==> src/rtl/text_pkg.sv <==
// Shared constants and types for the text-mode character RAM writer.
package text_pkg;

  localparam int DEF_COLS   = 80;
  localparam int DEF_ROWS   = 30;
  localparam int DEF_ADDR_W = $clog2(DEF_COLS * DEF_ROWS);

  localparam int COL_W = 7;
  localparam int ROW_W = 5;
  localparam int CNT_W = 12;

  localparam logic [7:0] SPACE     = 8'h20;
  localparam logic [7:0] NEWLINE   = 8'h0A;
  localparam logic [7:0] BACKSPACE = 8'h08;
  localparam logic [7:0] PRINT_MIN = 8'h20;
  localparam logic [7:0] PRINT_MAX = 8'h7E;

  typedef enum logic {CLEAR, RUN} state_t;

  typedef enum logic [2:0] {
    CUR_HOLD,
    CUR_ADV,
    CUR_NL,
    CUR_BS,
    CUR_HOME
  } cur_cmd_t;

  function automatic logic is_print(input logic [7:0] c);
    return (c >= PRINT_MIN) && (c <= PRINT_MAX);
  endfunction

endpackage

==> src/rtl/text_cursor.sv <==
// Cursor over the COLS x ROWS grid; applies one movement command per cycle
// and exposes the next position plus linear RAM addresses.
module text_cursor
  import text_pkg::*;
#(
  parameter int COLS   = DEF_COLS,
  parameter int ROWS   = DEF_ROWS,
  parameter int ADDR_W = DEF_ADDR_W
) (
  input  logic              clk,
  input  logic              reset,
  input  cur_cmd_t          cmd,
  output logic [COL_W-1:0]  col,
  output logic [ROW_W-1:0]  row,
  output logic [COL_W-1:0]  nxt_col,
  output logic [ROW_W-1:0]  nxt_row,
  output logic [ADDR_W-1:0] addr,
  output logic [ADDR_W-1:0] bs_addr,
  output logic              at_origin
);

  localparam logic [COL_W-1:0] COL_LAST = COL_W'(COLS - 1);
  localparam logic [ROW_W-1:0] ROW_LAST = ROW_W'(ROWS - 1);

  logic [COL_W-1:0] back_col;
  logic [ROW_W-1:0] back_row;
  logic [ROW_W-1:0] row_inc;

  function automatic logic [ADDR_W-1:0] lin(input logic [ROW_W-1:0] r,
                                            input logic [COL_W-1:0] c);
    return ADDR_W'(r) * ADDR_W'(COLS) + ADDR_W'(c);
  endfunction

  assign at_origin = (col == '0) && (row == '0);
  assign addr      = lin(row, col);
  // Backspace target depends only on the current position, not on cmd,
  // so the top can pick the write address without a combinational loop.
  assign bs_addr   = lin(back_row, back_col);

  always_comb begin
    row_inc = (row == ROW_LAST) ? '0 : row + 1'b1;
    if (col != '0) begin
      back_col = col - 1'b1;
      back_row = row;
    end else if (row != '0) begin
      back_col = COL_LAST;
      back_row = row - 1'b1;
    end else begin
      back_col = '0;
      back_row = '0;
    end
  end

  always_comb begin
    nxt_col = col;
    nxt_row = row;
    case (cmd)
      CUR_ADV: begin
        if (col == COL_LAST) begin
          nxt_col = '0;
          nxt_row = row_inc;
        end else begin
          nxt_col = col + 1'b1;
        end
      end
      CUR_NL: begin
        nxt_col = '0;
        nxt_row = row_inc;
      end
      CUR_BS: begin
        nxt_col = back_col;
        nxt_row = back_row;
      end
      CUR_HOME: begin
        nxt_col = '0;
        nxt_row = '0;
      end
      default: ;
    endcase
  end

  always_ff @(posedge clk or posedge reset) begin
    if (reset) begin
      col <= '0;
      row <= '0;
    end else begin
      col <= nxt_col;
      row <= nxt_row;
    end
  end

endmodule

==> src/rtl/ascii_text_writer.sv <==
// Streams ASCII bytes into the text-mode character RAM, handling newline,
// backspace and a full-screen blanking sequence after reset or on request.
module ascii_text_writer
  import text_pkg::*;
#(
  parameter int COLS   = DEF_COLS,
  parameter int ROWS   = DEF_ROWS,
  parameter int ADDR_W = DEF_ADDR_W
) (
  input  logic              clk,
  input  logic              reset,
  input  logic              in_valid,
  input  logic [7:0]        in_char,
  output logic              in_ready,
  input  logic              clear,
  output logic              wr_en,
  output logic [ADDR_W-1:0] wr_addr,
  output logic [7:0]        wr_data,
  output logic [COL_W-1:0]  cursor_col,
  output logic [ROW_W-1:0]  cursor_row,
  output logic [CNT_W-1:0]  char_count,
  output logic              busy
);

  localparam logic [ADDR_W-1:0] CLR_LAST = ADDR_W'(COLS * ROWS - 1);

  state_t            state, state_nxt;
  logic [ADDR_W-1:0] idx, idx_nxt;
  logic              wr_en_nxt;
  logic [ADDR_W-1:0] wr_addr_nxt;
  logic [7:0]        wr_data_nxt;
  logic [CNT_W-1:0]  cnt_nxt;
  cur_cmd_t          cmd;

  logic [COL_W-1:0]  nxt_col;
  logic [ROW_W-1:0]  nxt_row;
  logic [ADDR_W-1:0] cur_addr, bs_addr;
  logic              at_origin;

  assign in_ready = (state == RUN) && !clear;
  assign busy     = (state == CLEAR);

  text_cursor #(
    .COLS   (COLS),
    .ROWS   (ROWS),
    .ADDR_W (ADDR_W)
  ) u_cursor (
    .clk       (clk),
    .reset     (reset),
    .cmd       (cmd),
    .col       (cursor_col),
    .row       (cursor_row),
    .nxt_col   (nxt_col),
    .nxt_row   (nxt_row),
    .addr      (cur_addr),
    .bs_addr   (bs_addr),
    .at_origin (at_origin)
  );

  always_comb begin
    state_nxt   = state;
    idx_nxt     = idx;
    wr_en_nxt   = 1'b0;
    wr_addr_nxt = wr_addr;
    wr_data_nxt = wr_data;
    cnt_nxt     = char_count;
    cmd         = CUR_HOLD;
    case (state)
      CLEAR: begin
        // clear is deliberately ignored here: the sweep never restarts.
        wr_en_nxt   = 1'b1;
        wr_addr_nxt = idx;
        wr_data_nxt = SPACE;
        if (idx == CLR_LAST) begin
          state_nxt = RUN;
          idx_nxt   = '0;
          cnt_nxt   = '0;
          cmd       = CUR_HOME;
        end else begin
          idx_nxt = idx + 1'b1;
        end
      end
      RUN: begin
        if (clear) begin
          state_nxt = CLEAR;
          idx_nxt   = '0;
        end else if (in_valid) begin
          if (is_print(in_char)) begin
            wr_en_nxt   = 1'b1;
            wr_addr_nxt = cur_addr;
            wr_data_nxt = in_char;
            cnt_nxt     = (char_count == '1) ? char_count : char_count + 1'b1;
            cmd         = CUR_ADV;
          end else if (in_char == NEWLINE) begin
            cmd = CUR_NL;
          end else if (in_char == BACKSPACE && !at_origin) begin
            wr_en_nxt   = 1'b1;
            wr_addr_nxt = bs_addr;
            wr_data_nxt = SPACE;
            cmd         = CUR_BS;
          end
        end
      end
      default: state_nxt = CLEAR;
    endcase
  end

  always_ff @(posedge clk or posedge reset) begin
    if (reset) state <= CLEAR;
    else       state <= state_nxt;
  end

  always_ff @(posedge clk or posedge reset) begin
    if (reset) begin
      idx        <= '0;
      wr_en      <= 1'b0;
      wr_addr    <= '0;
      wr_data    <= '0;
      char_count <= '0;
    end else begin
      idx        <= idx_nxt;
      wr_en      <= wr_en_nxt;
      wr_addr    <= wr_addr_nxt;
      wr_data    <= wr_data_nxt;
      char_count <= cnt_nxt;
    end
  end

endmodule

==> config.mk <==
export PLATFORM = sky130hd
export DESIGN_NAME = ascii_text_writer
export DESIGN_NICKNAME = d
export VERILOG_FILES = /design/src/rtl/text_pkg.sv /design/src/rtl/text_cursor.sv /design/src/rtl/ascii_text_writer.sv
export SDC_FILE = /design/constraint.sdc
export NUM_CORES = 1
export LEC_CHECK = 0
export ABC_AREA = 1
export CORE_ASPECT_RATIO = 1.4
export CORE_MARGIN = 2
export CORE_UTILIZATION = 51
export CTS_CLUSTER_DIAMETER = 200
export CTS_CLUSTER_SIZE = 16
export DETAILED_ROUTE_END_ITERATION = 7
export PLACE_DENSITY = 0.78
export SLEW_MARGIN = 20
export SYNTH_ARGS = -nofsm -noshare
export SYNTH_HDL_FRONTEND = slang
export SYNTH_SLANG_ARGS = --single-unit
==> constraint.sdc <==
create_clock -name clk -period 2.9 [get_ports clk]
set_clock_uncertainty 0.2 [all_clocks]
set_input_delay 0.29 -clock clk [delete_from_list [all_inputs] [get_ports clk]]
set_output_delay 0.29 -clock clk [all_outputs]
set_load 0.005 [all_outputs]
# Word-level counts from Yosys, hierarchy flattened
# Cells that the tools add are included.
# W data, S select, Z words.
# word_totals
regBits	58
n_memories	0
input_bits	12
wordCells	102
out_inout_bits	47
latchBits	0
mem_bits_ro	0
mem_bits_rw	0
# op_classes
reduce_logical	16
n_eq_ne	19
multipliers	2
div	0
add_sub_neg	8
bitwise	1
muxes	46
shift	0
order_cmp	2
# ops
op	n
$mux W12	12
$pmux W12 S2	3
$mux W8	5
$add A12 B1 Y12 const B	2
$add A12 B7 Y12	2
$eq A12 B12 Y1 const B	2
$mux W7	3
$pmux W7 S3	1
$mux W5	4
$pmux W5 S4	1
$eq A8 B4 Y1 const B	2
$mul A5 B3 Y8 const B	2
$pmux W8 S2	1
$mux W2	5
$ge A8 B6 Y1 const B	1
$le A8 B7 Y1 const B	1
$ne A2 B2 Y1 const B	4
$add A7 B1 Y7 const B	1
$eq A7 B7 Y1 const B	1
$logic_not A7 Y1	1
$mux W1	7
$reduce_bool A7 Y1	1
$sub A7 B1 Y7 const B	1
$eq A3 B2 Y1 const B	2
22 further kinds	29

# Logic depth before layout (Yosys ltp)
# Gate-level depths: netlist of the first run.
# depth
word_depth	13
mapped_depth	22
depth_no_buf	21

# By module
# From an unflattened synthesis of the first run, not the netlist that was laid out.
# hier_totals
cells_unflattened	623
area_unflattened_um2	4513.1
# by_module_without_submodules
module	area_per_inst_um2	n_inst	cells_per_inst	seq_area_each_um2
ascii_text_writer	2733.9	1	364	1151.1
text_cursor	1779.2	1	259	300.3

# Least setup slack after synthesis of the first run
# Ideal clock, no wire load.
# synth_path
path_type	reg-to-reg
from	register u_cursor.col[0]
to	register wr_addr[10]
required_ns	2.583
path_buffers	1
synth_period_minus_slack_ns	3.255
path_slack_ns	-0.355
setup_time_ns	0.117
stages_incl_launch_ff	21
t_arrival_ns	2.938
path_cell_list	dfrtp_1 > inv_1 > ha_1 > nand2_1 > nor2_4 > buf_6 > nand2_2 > o22ai_1 > ha_1 > ha_1 > fa_1 > nand2_1 > inv_1 > nor2_1 > nand2_1 > nor2_1 > nand3_1 > nand3_1 > nand2_1 > nand2_1 > nand2_1
# synth_between
elab_chain_len	10
word_cells_on_any_way	19
classes_between	3 x add/sub; 1 x mul; 1 x eq/ne; 8 x mux; 6 x reduce/logical
# synth_rtl
item	line	rtl
from (decl)	text_cursor.sv:13	output logic [COL_W-1:0] col,
from (signal assigned)	text_cursor.sv:87	col <= nxt_col;
$reduce_bool A7 Y1	text_cursor.sv:42	if (col != '0) begin
$mux W5	text_cursor.sv:42	
$mul A5 B3 Y8	text_cursor.sv:31	return ADDR_W'(r) * ADDR_W'(COLS) + ADDR_W'(c);
$add A12 B7 Y12	text_cursor.sv:31	
$mux W12	ascii_text_writer.sv:96	end else if (in_char == BACKSPACE && !at_origin) begin
$mux W12	ascii_text_writer.sv:94	end else if (in_char == NEWLINE) begin
$mux W12	ascii_text_writer.sv:88	if (is_print(in_char)) begin
$mux W12	ascii_text_writer.sv:87	end else if (in_valid) begin
$mux W12	ascii_text_writer.sv:84	if (clear) begin
$pmux W12 S2	ascii_text_writer.sv:68	case (state)
to (signal assigned)	ascii_text_writer.sv:123	wr_addr <= wr_addr_nxt;
to (decl)	ascii_text_writer.sv:17	output logic [ADDR_W-1:0] wr_addr,
# Parallel ways exist; a longest one is shown, timed or not. The select of a mux whose other input is x is not followed.
# A chain may end at the register's enable or synchronous reset.

# Final worst setup path of the first run
# layout_path
from	register u_cursor.col[5]
to	register wr_addr[10]
# Same word-level chain as after synthesis.

==> results by group, run 1 <==
Drt
  – ANT nets after route: 0
  – Remaining DRCs: 0
  – Post-Route WL: 13.3 mm
  – Avg Vias per Cell: 5.60
  – DRT iter0 DRCs: 298
  – Avg WL per Cell: 15.5 um
  – Via count: 4795
  – First-pass detailed-route iteration total: 5

Critical path
  – Required time worst endpoint: 2.93 ns
  – R2R setup slack: -0.27 ns
  – Setup CP Type: reg -> reg
  – CP cell instances: nor2_2 > nand2_2 > nor2_4 > buf_12 > nand3_4 > nand2_2 > nor2_2 > ha_1 > ha_4 > fa_2 > nand2_2 > inv_2 > nor2_4 > nand2_4 > nor2_4 > nand3_2 > nand3_2 > nand2_1 > nand2_1 > nand2_1
  – Critical R2R Capture: wr_addr[10]
  – Setup crit start kind: flip-flop
  – Crit path launch: u_cursor.col[5]
  – Slowest stage delay, CP: 0.40 ns
  – CP max FO: 8
  – R2r worst-path depth: 20
  – CP arrival: 3.19 ns
  – Worst path slowest cell: dfrtp_2
  – R2R Path Start: u_cursor.col[5]
  – Worst Setup End Kind: flip-flop

Clock tree
  – CTS H-tree depth: 3
  – Worst-path clk slew: 0.06 ns
  – Clock sinks: 58
  – CTS tree: done
  – Later-pin clock latency in the skew report: 0.34 ns
  – Clock tree buffer depth: 2
  – CTS Buf Count: 9
  – Post-cts hold buffer count: 0
  – Root Buffer: clkbuf_16

Cells and area
  – Ant. Diodes: 0
  – Fillers: 660
  – Layout cells sized above 1: 19.0%
  – Commonest non-fill, non-tap cell in the layout: nand2_1
  – Cell area after layout: 6000 um2
  – Area grow syn2layout: 32.3%
  – Footprint of the multi-input gates: 2870 um2
  – Reg area: 1460 um2
  – Most frequent cells in the layout: 188 x nand2_1, 69 x inv_1, 58 x clkdlybuf4s50_1
  – Nets: 787

Logic synthesis
  – Seq/Total Area, Yosys: 32.0%
  – Synth area leaders: dfrtp_1 32%, nand2_1 16%, ha_1 6.9%
  – Post-synth top area cell: dfrtp_1
  – Synth Area per Inst: 7.01 um2
  – Synth top area share: 32.0%
  – Syn Inst Count: 647
  – FF+latch count, synth: 58
  – Syn_nets: 688
  – Synth warnings: 0
  – Area of the mapped netlist: 4540 um2
  – Synth unique cells: 38

STA
  – Slew margin rel.: 63.7%
  – Min cycle time layout: 3.17 ns
  – Final-report setup violation count: 4
  – Setup WS post-layout: -0.266 ns
  – Fmax: 316 MHz
  – Fin. max-slew vios: 0
  – Hold_ws: 0.0917 ns
  – Endpoints failing hold: 0
  – Worst Max-Slew Pin Slew: 0.540 ns
  – RSZ-0062 raised after global routing: true
  – Fin crit share: 109%

Floorplan
  – Die height: 116 um
  – Die Area: 9680 um2
  – Die span in x: 83.7 um
  – # rows: 40
  – Initial Util: 52.7%
  – Top-Level Pins: 59
  – Core outline area: 8610 um2

Global route
  – Vias in the first global route: 4590
  – First-pass GRT wire length: 21.2 mm
  – Largest net degree at the start of global routing: 29
  – Total Routing Usage GR: 27.3%
  – Initial antenna violation count: 0
  – GRT overflow: 0

Flow run
  – MaxCap Viol Count: 0

Pwr
  – Peak VDD IR: 477 uV
  – Pwr Density: 700 nW/um2
  – Lkg Pwr: 0.00289 uW

Place
  – Placed inst area: 5460 um2
  – DP HPWL: 9.24 mm
  – Dpl ws: -0.157 ns
  – Port Buffers: 58
  – RD Place Congestion: 0.909

Outcome
  – Status: finished with violations
  – Violated checks: negative setup slack

Worst hold path
  – Worst hold path type: in -> async
## power breakdown
part	total, uW	internal, uW	switching [uW]
clock network	1010	600	410
logic	2040	980	1060
registers	1150	980	172
total	4200	2560	1640
## cell type report
class | count | area share, %
clock inverter | 6 | 0.709
inverter | 79 | 5.03
clock buffer | 10 | 3.98
tap | 105 | 2.19
multi-input combinational | 491 | 47.8
timing repair buffer | 107 | 16.0
sequential | 58 | 24.2
## worst max path at each step
| stage | end | slack [ns] | cells after the start |
|---|---|---|---|
| after floorplan | wr_addr[10] | -0.0005 | 17 |
| after global placement | wr_addr[10] | -0.02 | 20 |
| after detailed placement | wr_addr[10] | -0.16 | 18 |
| after CTS | wr_addr[10] | -0.11 | 21 |
| after global routing | wr_addr[10] | -0.42 | 19 |
| final | wr_addr[10] | -0.27 | 20 |
## cell families after synthesis
logic type	Yosys count	synth area share (%)
xor gates and xnor gates	23	4.44
adders and majority gates	29	8.66
AOI/OAI and AO/OA	87	11.3
buffers and inverters	98	9.51
and+or+nand+nor	352	34.1
DFF	58	32.0
## layer usage
layer | track usage (%) | vias to the layer above | routed length (um)
met3 | 3.56 | 60 | 702
met4 | 15.4 | 0 | 643
met5 | 0 | - | 0
met1 | 31.1 | 2239 | 5130
met2 | 49.5 | 208 | 6820
li1 | - | 2288 | -
## Yosys cell counts (all sizes together)
cell type  count
o211ai         2
inv           79
o21bai         1
nor3          11
nand3         57
xnor2          3
ha            25
clkbuf         4
a21boi         1
a22oi          6
o22ai          7
xor2          20
nor2          72
buf           15
nand2        207
o21ai         40
nand3b         1
nand4          2
a21oi         19
o31ai         11
fa             4
dfrtp         58
or2            2
## per-stage QoR
stage	utilization (%)	std cells	TNS [ns]	total power (uW)
final	69.7	856	-0.797	4200
after detailed placement	63.4	830	-0.391	2750
after global routing	69.7	856	-1.62	4460
after global placement	63.4	830	-0.0495	2700
after floorplan	-	647	-0.000494	2110
after CTS	67.7	853	-0.267	3880
## flip-flops by register name (all words and copies together), names as in the netlist
name          flops
char_count       12
idx              12
wr_data           8
state             1
wr_en             1
u_cursor.col      7
wr_addr          12
u_cursor.row      5
## worst max-delay path, delay by kind of cell (launching register included)
| kind | cells | cell delay, ns |
|---|---|---|
| flip-flops | 1 | 0.40 |
| buffers and inverters | 2 | 0.20 |
| adder cells (fa/ha/maj) | 3 | 0.91 |
| AND/OR/NAND/NOR | 15 | 1.33 |
## repair_timing
action / 4_1_cts / 5_1_grt
gates resized for setup: 7 / 35
pin swaps: 5 / 20
setup endpoints to repair: 5 / 5
buffers inserted: 7 / 3
Note: power is estimated with default switching activity, not from simulation.
==> run 2: changes to the inputs <==
Settings changed: CAP_MARGIN set to 20, SYNTH_HIERARCHICAL set to 1.
==> run 2 against run 1 <==
The run still ends with negative setup slack left; area after synthesis fell by 0.52%; die area decreased by 0.50%; combinational power shrank 70%; design area increased by 0.83%; core utilization grew 0.58 points; largest cell class unchanged.
==> results by group, run 2 <==
Logic synthesis
  – Seq/Total Area, Yosys: 32.2% (was 32.0%)
  – Synth area leaders: dfrtp_1 32%, nand2_1 15%, nand3_1 8.6% (was dfrtp_1 32%, nand2_1 16%, ha_1 6.9%)
  – Post-synth top cells: 177 x nand2_1, 78 x nand3_1, 68 x inv_1, 58 x dfrtp_1, 44 x nor2_1 (was 196 x nand2_1, 75 x inv_1, 64 x nor2_1, 58 x dfrtp_1, 53 x nand3_1)
  – Synth top area share: 32.2% (was 32.0%)
  – Syn Inst Count: 623 (was 647)
  – FF+latch count, synth: 58 (unchanged)
  – Synth warnings: 6 (was 0)
  – Post-synth top area cell: dfrtp_1 (unchanged)
  – Synth Area per Inst: 7.24 um2 (was 7.01 um2)
  – Most numerous cell in the Yosys netlist: nand2_1 (unchanged)
  – Area of the mapped netlist: 4510 um2 (was 4540 um2)
  – Post-synth ARST share: 100% (unchanged)
  – Synth unique cells: 46 (was 38)
  – EDFF count, synth: 0 (unchanged)
  – Syn_nets: 662 (was 688)
  – Synth Flop Type: dfrtp_1 (unchanged)

Place
  – Post-Place Cells: 824 (was 830)
  – Port Buffers: 58 (unchanged)
  – RD Place Congestion: 0.925 (was 0.909)
  – Placed inst area: 5570 um2 (was 5460 um2)
  – Dpl ws: -0.178 ns (was -0.157 ns)
  – DP HPWL: 9.52 mm (was 9.24 mm)

Critical path
  – Setup crit start kind: flip-flop (unchanged)
  – Setup CP Type: reg -> reg (unchanged)
  – CP bufs+invs: 4 (was 2)
  – Cell mode on critical path: nand2_1
  – Worst Setup End Kind: flip-flop (unchanged)
  – CP arrival: 3.14 ns (was 3.19 ns)
  – Slowest stage delay, CP: 0.40 ns (about the same)
  – Worst path slowest cell: dfrtp_1 (was dfrtp_2)
  – CP max FO: 8 (unchanged)
  – Required time worst endpoint: 2.97 ns (was 2.93 ns)
  – Family with the most delay on the worst path: simple AND/OR/NAND/NOR gates (unchanged)
  – CP cell instances: inv_2 > ha_4 > nand2_4 > nor2_8 > nand2_4 > nor2_2 > nor2_2 > inv_2 > ha_2 > ha_4 > nand2_1 > a21oi_2 > inv_1 > nor2_2 > inv_1 > nor2_1 > nand2_1 > nand2_1 > nand2_1 > nand2_1 > nand2_1 > nand3_1 (was nor2_2 > nand2_2 > nor2_4 > buf_12 > nand3_4 > nand2_2 > nor2_2 > ha_1 > ha_4 > fa_2 > nand2_2 > inv_2 > nor2_4 > nand2_4 > nor2_4 > nand3_2 > nand3_2 > nand2_1 > nand2_1 > nand2_1)

Worst hold path
  – Worst hold path type: in -> async (unchanged)

Cells and area
  – Commonest non-fill, non-tap cell in the layout: nand2_1 (unchanged)
  – Largest regs: char_count: 12 flops, idx: 12 flops, wr_addr: 12 flops (unchanged)
  – Most frequent cells in the layout: 174 x nand2_1, 76 x nand3_1, 66 x buf_4 (was 188 x nand2_1, 69 x inv_1, 58 x clkdlybuf4s50_1)
  – Nets: 777 (was 787)
  – Area grow syn2layout: 34.1% (was 32.3%)
  – Cell area after layout: 6050 um2 (was 6000 um2)
  – Ant. Diodes: 0 (unchanged)
  – Layout cells sized above 1: 23.7% (was 19.0%)
  – Layout Cells excl Fill: 848 (was 856)

STA
  – Fmax: 326 MHz (was 316 MHz)
  – Setup WS post-layout: -0.170 ns (was -0.266 ns)
  – Min cycle time layout: 3.07 ns (was 3.17 ns)
  – Worst Max-Slew Pin Slew: 0.950 ns (was 0.540 ns)
  – Fin crit share: 106% (was 109%)
  – RSZ-0062 raised after global routing: true (unchanged)
  – Slew margin rel.: 36.3% (was 63.7%)
  – Endpoints failing hold: 0 (unchanged)
  – Final-report setup violation count: 5 (was 4)
  – Fin. max-slew vios: 0 (unchanged)
  – Final TNS setup: -0.583 ns (was -0.797 ns)
  – Hold_ws: 0.128 ns (was 0.0917 ns)

Floorplan
  – Die Area: 9630 um2 (was 9680 um2)
  – Die span in x: 83.5 um (was 83.7 um)
  – Top-Level Pins: 59 (unchanged)
  – # rows: 40 (unchanged)
  – Core outline area: 8610 um2 (unchanged)
  – Initial Util: 52.4% (was 52.7%)
  – Die height: 115 um (was 116 um)

Drt
  – DRT iter0 DRCs: 260 (was 298)
  – Via count: 4658 (was 4795)
  – Avg Vias per Cell: 5.49 (was 5.60)
  – Remaining DRCs: 0 (unchanged)
  – Avg WL per Cell: 15.5 um (about the same)
  – Post-Route WL: 13.2 mm (was 13.3 mm)
  – First-pass detailed-route iteration total: 6 (was 5)
  – ANT nets after route: 0 (unchanged)

Clock tree
  – CTS tree: done (unchanged)
  – CTS Buf Count: 9 (unchanged)
  – Later-pin clock latency in the skew report: 0.34 ns (about the same)
  – Post-cts hold buffer count: 0 (unchanged)
  – Worst-path clk slew: 0.05 ns (was 0.06 ns)
  – Clock sinks: 58 (unchanged)
  – CTS H-tree depth: 3 (unchanged)
  – Clock tree buffer depth: 2 (unchanged)
  – Root Buffer: clkbuf_16 (unchanged)

Global route
  – Largest net degree at the start of global routing: 36 (was 29)
  – First-pass GRT wire length: 21.6 mm (was 21.2 mm)
  – Initial antenna violation count: 0 (unchanged)
  – GRT overflow: 0 (unchanged)
  – Vias in the first global route: 4730 (was 4590)
  – Total Routing Usage GR: 27.8% (was 27.3%)

Pwr
  – Peak VDD IR: 359 uV (was 477 uV)
  – Lkg Pwr: 0.00290 uW (was 0.00289 uW)
  – Pwr Density: 451 nW/um2 (was 700 nW/um2)

Flow run
  – MaxCap Viol Count: 0 (unchanged)

Outcome
  – Status: finished with violations (unchanged)
  – Violated checks: negative setup slack (unchanged)
## run 2: per-layer routing
metal  vias up  global-route usage (%)  share of wire, %
li1       2253                       -                 -
met1      2186                    29.2                38
met2       165                    53.0                53
met3        54                    3.52               3.5
met4         0                    16.7               5.2
met5         -                       0                 0
## run 2: per-stage QoR
step,util (%),power [uW]
6_report,70.3,2730
5_1_grt,70.3,2840
4_1_cts,69.0,2720
3_5_place_dp,64.8,1670
3_3_place_gp,64.8,1640
2_1_floorplan,-,1390
## run 2: path summary, 6_finish.rpt
path | startpoint | endpoint | slack (ns) | cells past startpoint
max | u_cursor/col[1] | wr_addr[10] | -0.17 | 22
min | reset | u_cursor/col[2] | 0.13 | 2
max reg2reg | u_cursor/col[1] | wr_addr[10] | -0.17 | 22
min reg2reg | wr_data[7] | wr_data[7] | 0.30 | 2
max in group asynchronous | reset | state | 1.67 | 3
min in group clk | wr_data[7] | wr_data[7] | 0.30 | 2
## run 2: kinds of logic (layout without fill, tap and decap cells)
| family | count (synthesis) | count (layout) | synth area share, % |
|---|---|---|---|
| AND/OR/NAND/NOR | 349 | 349 | 36.2 |
| buffers and inverters | 98 | 218 | 9.70 |
| AO/OA/AOI/OAI | 73 | 73 | 10.3 |
| flip-flops | 58 | 58 | 32.2 |
| adder cells (fa/ha/maj) | 27 | 27 | 8.15 |
| XOR/XNOR | 18 | 18 | 3.49 |
## run 2: layout make-up
class                      instances  area [um2]
clock buffer                      12         267
clock inverter                     4        25.0
fill                             637        2560
inverter                          78         300
multi-input combinational        467        2800
sequential                        58        1450
tap                              105         131
timing repair buffer             124        1080
## run 2: what timing repair did
item | CTS | global route
pin swaps | 3 | 8
endpoints found under the hold margin | 0 | 0
gates cloned | 0 | 0
setup buffers | 1 | 7
endpoints found under the setup margin | 6 | 17
gates resized for setup | 13 | 15
## run 2: report_power, final
group	switching, uW	internal, uW
combinational	325	294
clock	405	645
sequential	125	938
==> run 3: changes to the inputs <==
==> constraint.sdc (replaced) <==
create_clock -name clk -period 2.9 [get_ports clk]
set_clock_uncertainty 0.2 [all_clocks]
set_input_delay 0.58 -clock clk [delete_from_list [all_inputs] [get_ports clk]]
set_output_delay 0.58 -clock clk [all_outputs]
set_load 0.005 [all_outputs]
==> run 3 against run 2 <==
The run still ends with negative setup slack left; sequential cell count stayed put; clock-buffer cell count increased by 1; first-iteration DRC count increased by 43%; combinational power shrank 0.6%; sequential share of layout area shrank 0.52 points; final cell count up 0.83%; via count increased by 1.2%; critical endpoint is now wr_addr[11].
==> results by group, run 3 (synthesis gave the netlist of run 2 again) <==
STA
  – Fin. max-slew vios: 0 (unchanged)
  – Endpoints failing hold: 0 (unchanged)
  – Fmax: 320 MHz (was 326 MHz)
  – Fin crit share: 108% (was 106%)
  – RSZ-0062 raised after global routing: true (unchanged)
  – Slew margin rel.: 62.1% (was 36.3%)
  – Setup WS post-layout: -0.221 ns (was -0.170 ns)
  – Final-report setup violation count: 4 (was 5)
  – Min cycle time layout: 3.12 ns (was 3.07 ns)
  – Hold_ws: 0.296 ns (was 0.128 ns)
  – Worst Max-Slew Pin Slew: 0.569 ns (was 0.950 ns)

Critical path
  – CP bufs+invs: 3 (was 4)
  – Setup crit start kind: flip-flop (unchanged)
  – Slowest stage delay, CP: 0.51 ns (was 0.40 ns)
  – Crit path launch: u_cursor/col[4] (was u_cursor/col[1])
  – Family with the most delay on the worst path: simple AND/OR/NAND/NOR gates (unchanged)
  – CP max FO: 7 (was 8)
  – CP cell instances: nor2_2 > nand2_2 > nor2_8 > nand2_4 > o22ai_4 > inv_2 > nor2_4 > nor2_2 > ha_4 > fa_1 > inv_2 > nor3_4 > inv_1 > nor2_2 > nand2_1 > nand2_1 > nand2_1 > nand2_1 > nand2_1 > nand3_1 (was inv_2 > ha_4 > nand2_4 > nor2_8 > nand2_4 > nor2_2 > nor2_2 > inv_2 > ha_2 > ha_4 > nand2_1 > a21oi_2 > inv_1 > nor2_2 > inv_1 > nor2_1 > nand2_1 > nand2_1 > nand2_1 > nand2_1 > nand2_1 > nand3_1)
  – Cell mode on critical path: nand2_1 (unchanged)
  – Worst path slowest cell: fa_1 (was dfrtp_1)
  – Required time worst endpoint: 2.97 ns (about the same)
  – Worst Setup End Kind: flip-flop (unchanged)
  – R2R Path Start: u_cursor/col[4] (was u_cursor/col[1])
  – CP arrival: 3.19 ns (was 3.14 ns)
  – R2R setup slack: -0.22 ns (was -0.17 ns)
  – Setup CP Type: reg -> reg (unchanged)

Place
  – RD Place Congestion: 0.914 (was 0.925)
  – Port Buffers: 58 (unchanged)
  – Post-Place Cells: 830 (was 824)
  – Dpl ws: -0.179 ns (was -0.178 ns)
  – Placed inst area: 5630 um2 (was 5570 um2)
  – DP HPWL: 9.34 mm (was 9.52 mm)

Clock tree
  – Worst-path clk slew: 0.05 ns (about the same)
  – Clock sinks: 58 (unchanged)
  – Root Buffer: clkbuf_16 (unchanged)
  – Clock tree buffer depth: 2 (unchanged)
  – CTS tree: done (unchanged)
  – Later-pin clock latency in the skew report: 0.34 ns (about the same)
  – CTS Buf Count: 9 (unchanged)
  – CTS H-tree depth: 3 (unchanged)

Drt
  – Via count: 4713 (was 4658)
  – DRT iter0 DRCs: 371 (was 260)
  – Avg WL per Cell: 15.2 um (was 15.5 um)
  – ANT nets after route: 0 (unchanged)
  – First-pass detailed-route iteration total: 5 (was 6)
  – Avg Vias per Cell: 5.51 (was 5.49)
  – Remaining DRCs: 0 (unchanged)
  – Post-Route WL: 13.0 mm (was 13.2 mm)

Cells and area
  – Layout cells sized above 1: 24.8% (was 23.7%)
  – Area grow syn2layout: 37.1% (was 34.1%)
  – Layout Cells excl Fill: 855 (was 848)
  – Ant. Diodes: 0 (unchanged)
  – Commonest non-fill, non-tap cell in the layout: nand2_1 (unchanged)
  – Most frequent cells in the layout: 172 x nand2_1, 75 x nand3_1, 73 x buf_4 (was 174 x nand2_1, 76 x nand3_1, 66 x buf_4)
  – Nets: 785 (was 777)
  – Cell area after layout: 6190 um2 (was 6050 um2)
  – Largest regs: char_count: 12 flops, idx: 12 flops, wr_addr: 12 flops (unchanged)

Floorplan
  – Die Area: 9630 um2 (unchanged)
  – # rows: 40 (unchanged)
  – Die height: 115 um (unchanged)
  – Initial Util: 52.4% (unchanged)
  – Core outline area: 8610 um2 (unchanged)
  – Die span in x: 83.5 um (unchanged)
  – Top-Level Pins: 59 (unchanged)

Global route
  – Initial antenna violation count: 0 (unchanged)
  – Largest net degree at the start of global routing: 47 (was 36)
  – First-pass GRT wire length: 21.1 mm (was 21.6 mm)
  – Vias in the first global route: 4634 (was 4730)
  – Total Routing Usage GR: 27.1% (was 27.8%)
  – GRT overflow: 0 (unchanged)

Outcome
  – Status: finished with violations (unchanged)
  – Violated checks: negative setup slack (unchanged)

Flow run
  – MaxCap Viol Count: 0 (unchanged)

Pwr
  – Peak VDD IR: 467 uV (was 359 uV)
  – Tot Pwr: 2850 uW (was 2730 uW)
  – Pwr Density: 460 nW/um2 (was 451 nW/um2)
  – Lkg Pwr: 0.00296 uW (was 0.00290 uW)

Worst hold path
  – HP Start: wr_data[7]
  – Worst hold path type: reg -> reg (was in -> async)
-- run 3: cell types whose count changed in the layout (fill, tap and decap cells not counted), moves of 3 or more --
cell,before,now
a21oi_2,2,5
buf_4,66,73
clkinvlp_4,3,0
o21ai_0,19,16
-- run 3: where the power goes --
group / total, uW / leakage (uW) / internal, uW / switching, uW
Sequential: 1060 / 0.000751 / 938 / 122
Combinational: 616 / 0.00205 / 299 / 318
Clock: 1170 / 0.000156 / 794 / 378
Total: 2850 / 0.00296 / 2030 / 817
-- run 3: timing repair --
action | in CTS | in global routing
pin swaps | 12 | 3
endpoints found under the hold margin | 0 | 0
hold buffers | 0 | 0
gates resized for setup | 15 | 24
endpoints found under the setup margin | 5 | 17
setup buffers | 5 | 5
-- run 3: worst min-delay path, cell delays in order, from the launching register on --
cell and delay, ns:
dfrtp_1 0.37, inv_1 0.05, nor2_1 0.03
-- run 3: path summary, 6_finish.rpt --
kind                       depth (start not counted)              end
hold reg to reg                                    2       wr_data[7]
hold / removal                                     2       wr_data[7]
max in group asynchronous                          3       wr_addr[6]
min in group asynchronous                          2  u_cursor/col[3]
setup reg to reg                                  20      wr_addr[11]
setup / recovery                                  20      wr_addr[11]
-- run 3: layout make-up --
type	instances	area [um2]
repair buffers	132	1150
flip-flops and latches	58	1450
fillers	633	2420
clock inverters	2	60.1
clock buffers	13	260
well taps	105	131
inverters	78	297
multi-input cells	467	2840
-- run 3: metrics by stage --
step | TNS, ns | util, %
after floorplan | -0.352 | -
after global placement | -0.367 | 65.4
after detailed placement | -1.74 | 65.4
after CTS | -0.347 | 70.5
after global routing | -1.83 | 71.9
final | -0.583 | 71.9
-- run 3: metal layers --
metal / global-route usage [%] / part of all wire (%)
met5: 0 / 0
met4: 13.9 / 3.7
met3: 4.02 / 3.9
met2: 51.5 / 54
met1: 29.1 / 38
==> variant 1: new RTL, flow settings as in run 2 <==
Take the reset off `wr_addr` and `wr_data` and load them in a clocked block of their own.
--- a/src/rtl/ascii_text_writer.sv
+++ b/src/rtl/ascii_text_writer.sv
@@ -115,16 +115,17 @@
       idx        <= '0;
       wr_en      <= 1'b0;
-      wr_addr    <= '0;
-      wr_data    <= '0;
       char_count <= '0;
     end else begin
       idx        <= idx_nxt;
       wr_en      <= wr_en_nxt;
-      wr_addr    <= wr_addr_nxt;
-      wr_data    <= wr_data_nxt;
       char_count <= cnt_nxt;
     end
   end
 
+  always_ff @(posedge clk) begin
+    wr_addr <= wr_addr_nxt;
+    wr_data <= wr_data_nxt;
+  end
+
 endmodule
 
Function: changed (a bounded check fails within 4 cycles, from zero or initial values and one cycle with reset high).
==> variant 1 against run 2 <==
The run still ends with setup timing left. Largest cell class unchanged. Highest routed layer unchanged. Critical endpoint is now wr_addr[10]. Final area decreased by 1.4%. Via count down 2.4%. Wire length shrank 2.9%. Combinational power is 54% higher. Synthesized area shrank 4.5%. Maximum frequency shrank 0.86%. Power is 13% higher. Setup slack worse by 27 ps. Die area fell by 4.4%. Sequential cell count did not move. Cell count decreased by 4.8%. Largest power group unchanged.
==> variant 1: results (changes against run 2) <==
stage,metric,value,unit,change
routing,drt_first_pass_iters,5,,-1
yosys,synth.net_count,614,,-7.3%
sta,whs,142,ps,+13.8 ps
setup_path,r2r_start,u_cursor/col[0],,
power,ir_drop,0.372,mV,+3.7%
finish,top_regs,"char_count: 12 flops, idx: 12 flops, wr_addr: 12 flops",,
setup_path,ff2ff_path_depth,17,,-23%
global_route,grtUsageMet3,6.86,%,+3.3 points
global_route,first_global_vias,4448,,-6.0%
routing,route.detailed.wl_per_inst,15.8,um,+2.0%
yosys,synth_compound_area_share,10.5,%,+0.17 points
finish,finalNetCount,739,,-4.9%
setup_path,reg2reg_to,wr_addr[10],,
run_status,violations,setup timing,,
yosys,synthArstFlopShare,65.5,%,-34 points
routing,vias,4548,,-2.4%
yosys,synth_edf_count,20,,+20
placement,hpwlAfterDp,8940,um,-6.1%
sta,worst_slack,-197,ps,-26.7 ps
run_status,status,"finished, violations left",,
routing,wl_met1,4740,um,-5.4%
global_route,grt_max_degree,27,,-25%
setup_path,critPathTopFamily,adder cells,,
global_route,use_met2,50.2,%,-2.8 points
yosys,synth_commonest_cells,"164 x nand2_1, 72 x inv_1, 55 x nor2_1, 44 x nand3_1, 38 x dfrtp_1",,
sta,setup_viol,5,,unchanged
yosys,synthTopCellsByArea,"dfrtp_1 22%, nand2_1 14%, edfxtp_1 14%",,
sta,tightestPinTransition,528,ps,-422 ps
placement,postPlaceCellArea,5380,um2,-3.5%
global_route,grt_use_total,28.4,%,+0.53 points
routing,drt_iter0_drc,351,,+35%
setup_path,arrival,2970,ps,-170 ps
sta,finalSetupTns,-605,ps,-22.4 ps
global_route,use_met1,31.5,%,+2.3 points
placement,place_ws,-234,ps,-55.4 ps
clock_tree,cts_resized,19,,+6
yosys,seq_area_frac_synth,36.0,%,+3.9 points
power,leakage,2.71,nW,-6.4%
global_route,grt_pass1_wl,20300,um,-6.0%
yosys,yosys.area_share.adder,8.54,%,+0.39 points
yosys,synth_cell_type_count,45,,-2.2%
yosys,synth-xor-area-share,3.05,%,-0.44 points
==> variant 1: report_power, final <==
part | total, mW | internal [mW] | switching, mW
sequential | 1.11 | 1.00 | 0.107
combinational | 0.952 | 0.456 | 0.496
clock | 1.02 | 0.658 | 0.364
==> variant 1: area by class of cell <==
class,instances,area [um2]
inverters,76,288
fillers,581,2230
well taps,102,128
repair buffers,127,1100
clock buffers,10,229
multi-input cells,428,2610
flip-flops and latches,58,1550
clock inverters,6,57.6
==> variant 1: worst max path at each step <==
| stage | from | end | slack, ps |
|---|---|---|---|
| 2_1_floorplan | u_cursor/col[0] | wr_addr[9] | -200 |
| 3_3_place_gp | u_cursor/col[1] | wr_addr[10] | -130 |
| 3_5_place_dp | u_cursor/col[4] | wr_addr[9] | -230 |
| 4_1_cts | u_cursor/col[0] | wr_addr[9] | -140 |
| 5_1_grt | u_cursor/row[1] | wr_addr[11] | -330 |
| 6_report | u_cursor/col[0] | wr_addr[10] | -200 |
==> variant 2: new RTL, flow settings as in run 2 <==
Without the edit above. Change the package constant `DEF_COLS` from 80 to 120.
--- a/src/rtl/text_pkg.sv
+++ b/src/rtl/text_pkg.sv
@@ -2,5 +2,5 @@
 package text_pkg;
 
-  localparam int DEF_COLS   = 80;
+  localparam int DEF_COLS   = 120;
   localparam int DEF_ROWS   = 30;
   localparam int DEF_ADDR_W = $clog2(DEF_COLS * DEF_ROWS);
Function: no difference found for any inputs over 10 cycles, from zero or initial values and one cycle with reset high; that may be too few to reach the edited logic, so the function may still have changed.
==> variant 2 against run 2 <==
The flow still finishes with violations (setup timing). Critical path depth grew 3. Synthesized area grew 24%. Power grew 14%. Die area grew 23%. Count of clock-buffer cells in the layout shrank 1. Via count grew 26%. Wire length grew 19%. Setup slack lost 1400 ps. Final area grew 24%. Clock power shrank 7%. Sequential cell count is the same. Core utilization shrank 0.54 points. Critical path type unchanged. Largest power group unchanged. Highest routed layer unchanged.
==> variant 2: results (changes against run 2) <==
stage,metric,value,unit,change
setup_path,reg2reg_to,wr_addr[9],,
power,leakage,3.87,nW,+33%
yosys,seq_area_frac_synth,26.0,%,-6.2 points
yosys,synth.net_count,879,,+33%
routing,wl,15700,um,+19%
yosys,synth_compound_area_share,8.11,%,-2.2 points
finish,inv_count,136,,+74%
finish,seq_cells,58,,unchanged
routing,drt_iter0_drc,328,,+26%
finish,drive_gt1_share,24.1,%,+0.37 points
routing,vias,5876,,+26%
sta,relSlewSlack,64.3,%,+28 points
finish,area_share_nonclk_buffers,17.9,%,+0.12 points
clock_tree,cts_resized,25,,+12
yosys,avgSynthCellArea,6.91,um2,-4.6%
sta,whs,34.8,ps,-93.5 ps
placement,postPlaceCellArea,6880,um2,+23%
finish,ff_latch_area,1460,um2,+0.26%
power,ir_drop,0.249,mV,-31%
global_route,grt_pass1_wl,24800,um,+15%
global_route,grt_antenna_before_repair,0,,unchanged
global_route,grtUsageMet3,4.17,%,+0.66 points
finish,nNonClkBuffers,157,,+27%
finish,multi_input_area,3730,um2,+33%
global_route,grt_max_degree,38,,+5.6%
finish,finalNonFillerCells,1101,,+30%
global_route,use_met2,49.0,%,-4.0 points
clock_tree,clockRootBuffer,clkbuf_16,,
global_route,grt_use_total,26.3,%,-1.5 points
yosys,synth_commonest_cells,"228 x nand2_1, 128 x inv_1, 103 x nand3_1, 58 x dfrtp_1, 51 x nor2_1",,
finish,clock_area_share,3.64,%,-1.2 points
placement,hpwlAfterDp,11400,um,+20%
die,rows,45,,+13%
placement,gp_congestion,0.908,,-1.9%
finish,multi_input_gates,593,,+27%
run_status,status,"finished, violations left",,
finish,n_clock_buffer,11,,-1
finish,finalNetCount,1026,,+32%
yosys,synthArstFlopShare,100,%,unchanged
sta,finalSetupTns,-9390,ps,-8800 ps
finish,seqAreaFraction,19.4,%,-4.6 points
sta,setup_viol,8,,+3
setup_path,arrival,4470,ps,+1330 ps
sta,worst_slack,-1550,ps,-1380 ps
yosys,synth-xor-area-share,2.35,%,-1.1 points
global_route,use_met1,28.4,%,-0.76 points
routing,drt_first_pass_iters,6,,unchanged
setup_path,r2r_start,u_cursor/col[1],,
run_status,violations,setup timing,,
finish,fillers,841,,+32%
global_route,first_global_vias,5457,,+15%
clock_tree,cts_setup_buffers,7,,+6
yosys,yosys.area_share.adder,15.1,%,+6.9 points
yosys,synthTopCellsByArea,"dfrtp_1 26%, nand2_1 15%, ha_1 10%",,
setup_path,cp_max_fo,4,,-4
setup_path,ff2ff_path_depth,25,,+14%
## variant 2: changes by cell type in the layout (fill, tap and decap cells not counted), sizes merged, moves of 4 or more
cell	change
inv	+61
buf	+33
nor2	+4
o221ai	-5
nand2	+48
o21ai	+16
fa	+10
nor3	+6
nand3	+25
ha	+22
or2	+4
nand4	+8
## variant 2: power by group
group / switching [mW] / internal, mW
clock network: 0.382 / 0.596
logic: 0.519 / 0.508
registers: 0.150 / 0.948
total: 1.05 / 2.05
## variant 2: worst max-delay path: stages (launching register included)
cell and delay, ps:
dfrtp_1 390, inv_2 80, ha_4 130, inv_2 40
nor3_4 170, nand2_4 100, inv_4 90, o21ai_4 50
and2_4 140, fa_1 580, inv_1 70, fa_1 490
fa_1 520, inv_2 50, ha_4 290, nand2_4 50
nor2_4 90, nor2_2 50, nor2_2 130, nand3_2 120
buf_6 140, xor2_1 130, nand2_1 60, o21ai_1 60
nand2_1 70, nand3_1 60
## variant 2: worst max-delay path by stage
stage                  end  cells past startpoint  slack, ps             from
3_3_place_gp   wr_addr[11]                     28      -1460  u_cursor/col[0]
3_5_place_dp   wr_addr[11]                     28      -1600  u_cursor/col[0]
2_1_floorplan  wr_addr[11]                     28      -1500  u_cursor/row[2]
4_1_cts        wr_addr[11]                     28      -1610  u_cursor/col[1]
5_1_grt        wr_addr[11]                     28      -1790  u_cursor/row[0]
6_report        wr_addr[9]                     25      -1550  u_cursor/col[1]
## variant 2: cell families after synthesis
family	Yosys count
flops	58
xor+xnor	15
fa+ha+maj	59
simple gates	445
compound gates	74
buf+inv	157
## variant 2: per-layer routing
metal | wire length [um] | vias up
met5 | 0 | -
met4 | 786 | 0
met3 | 783 | 69
met2 | 8440 | 216
met1 | 5650 | 2731
li1 | - | 2860
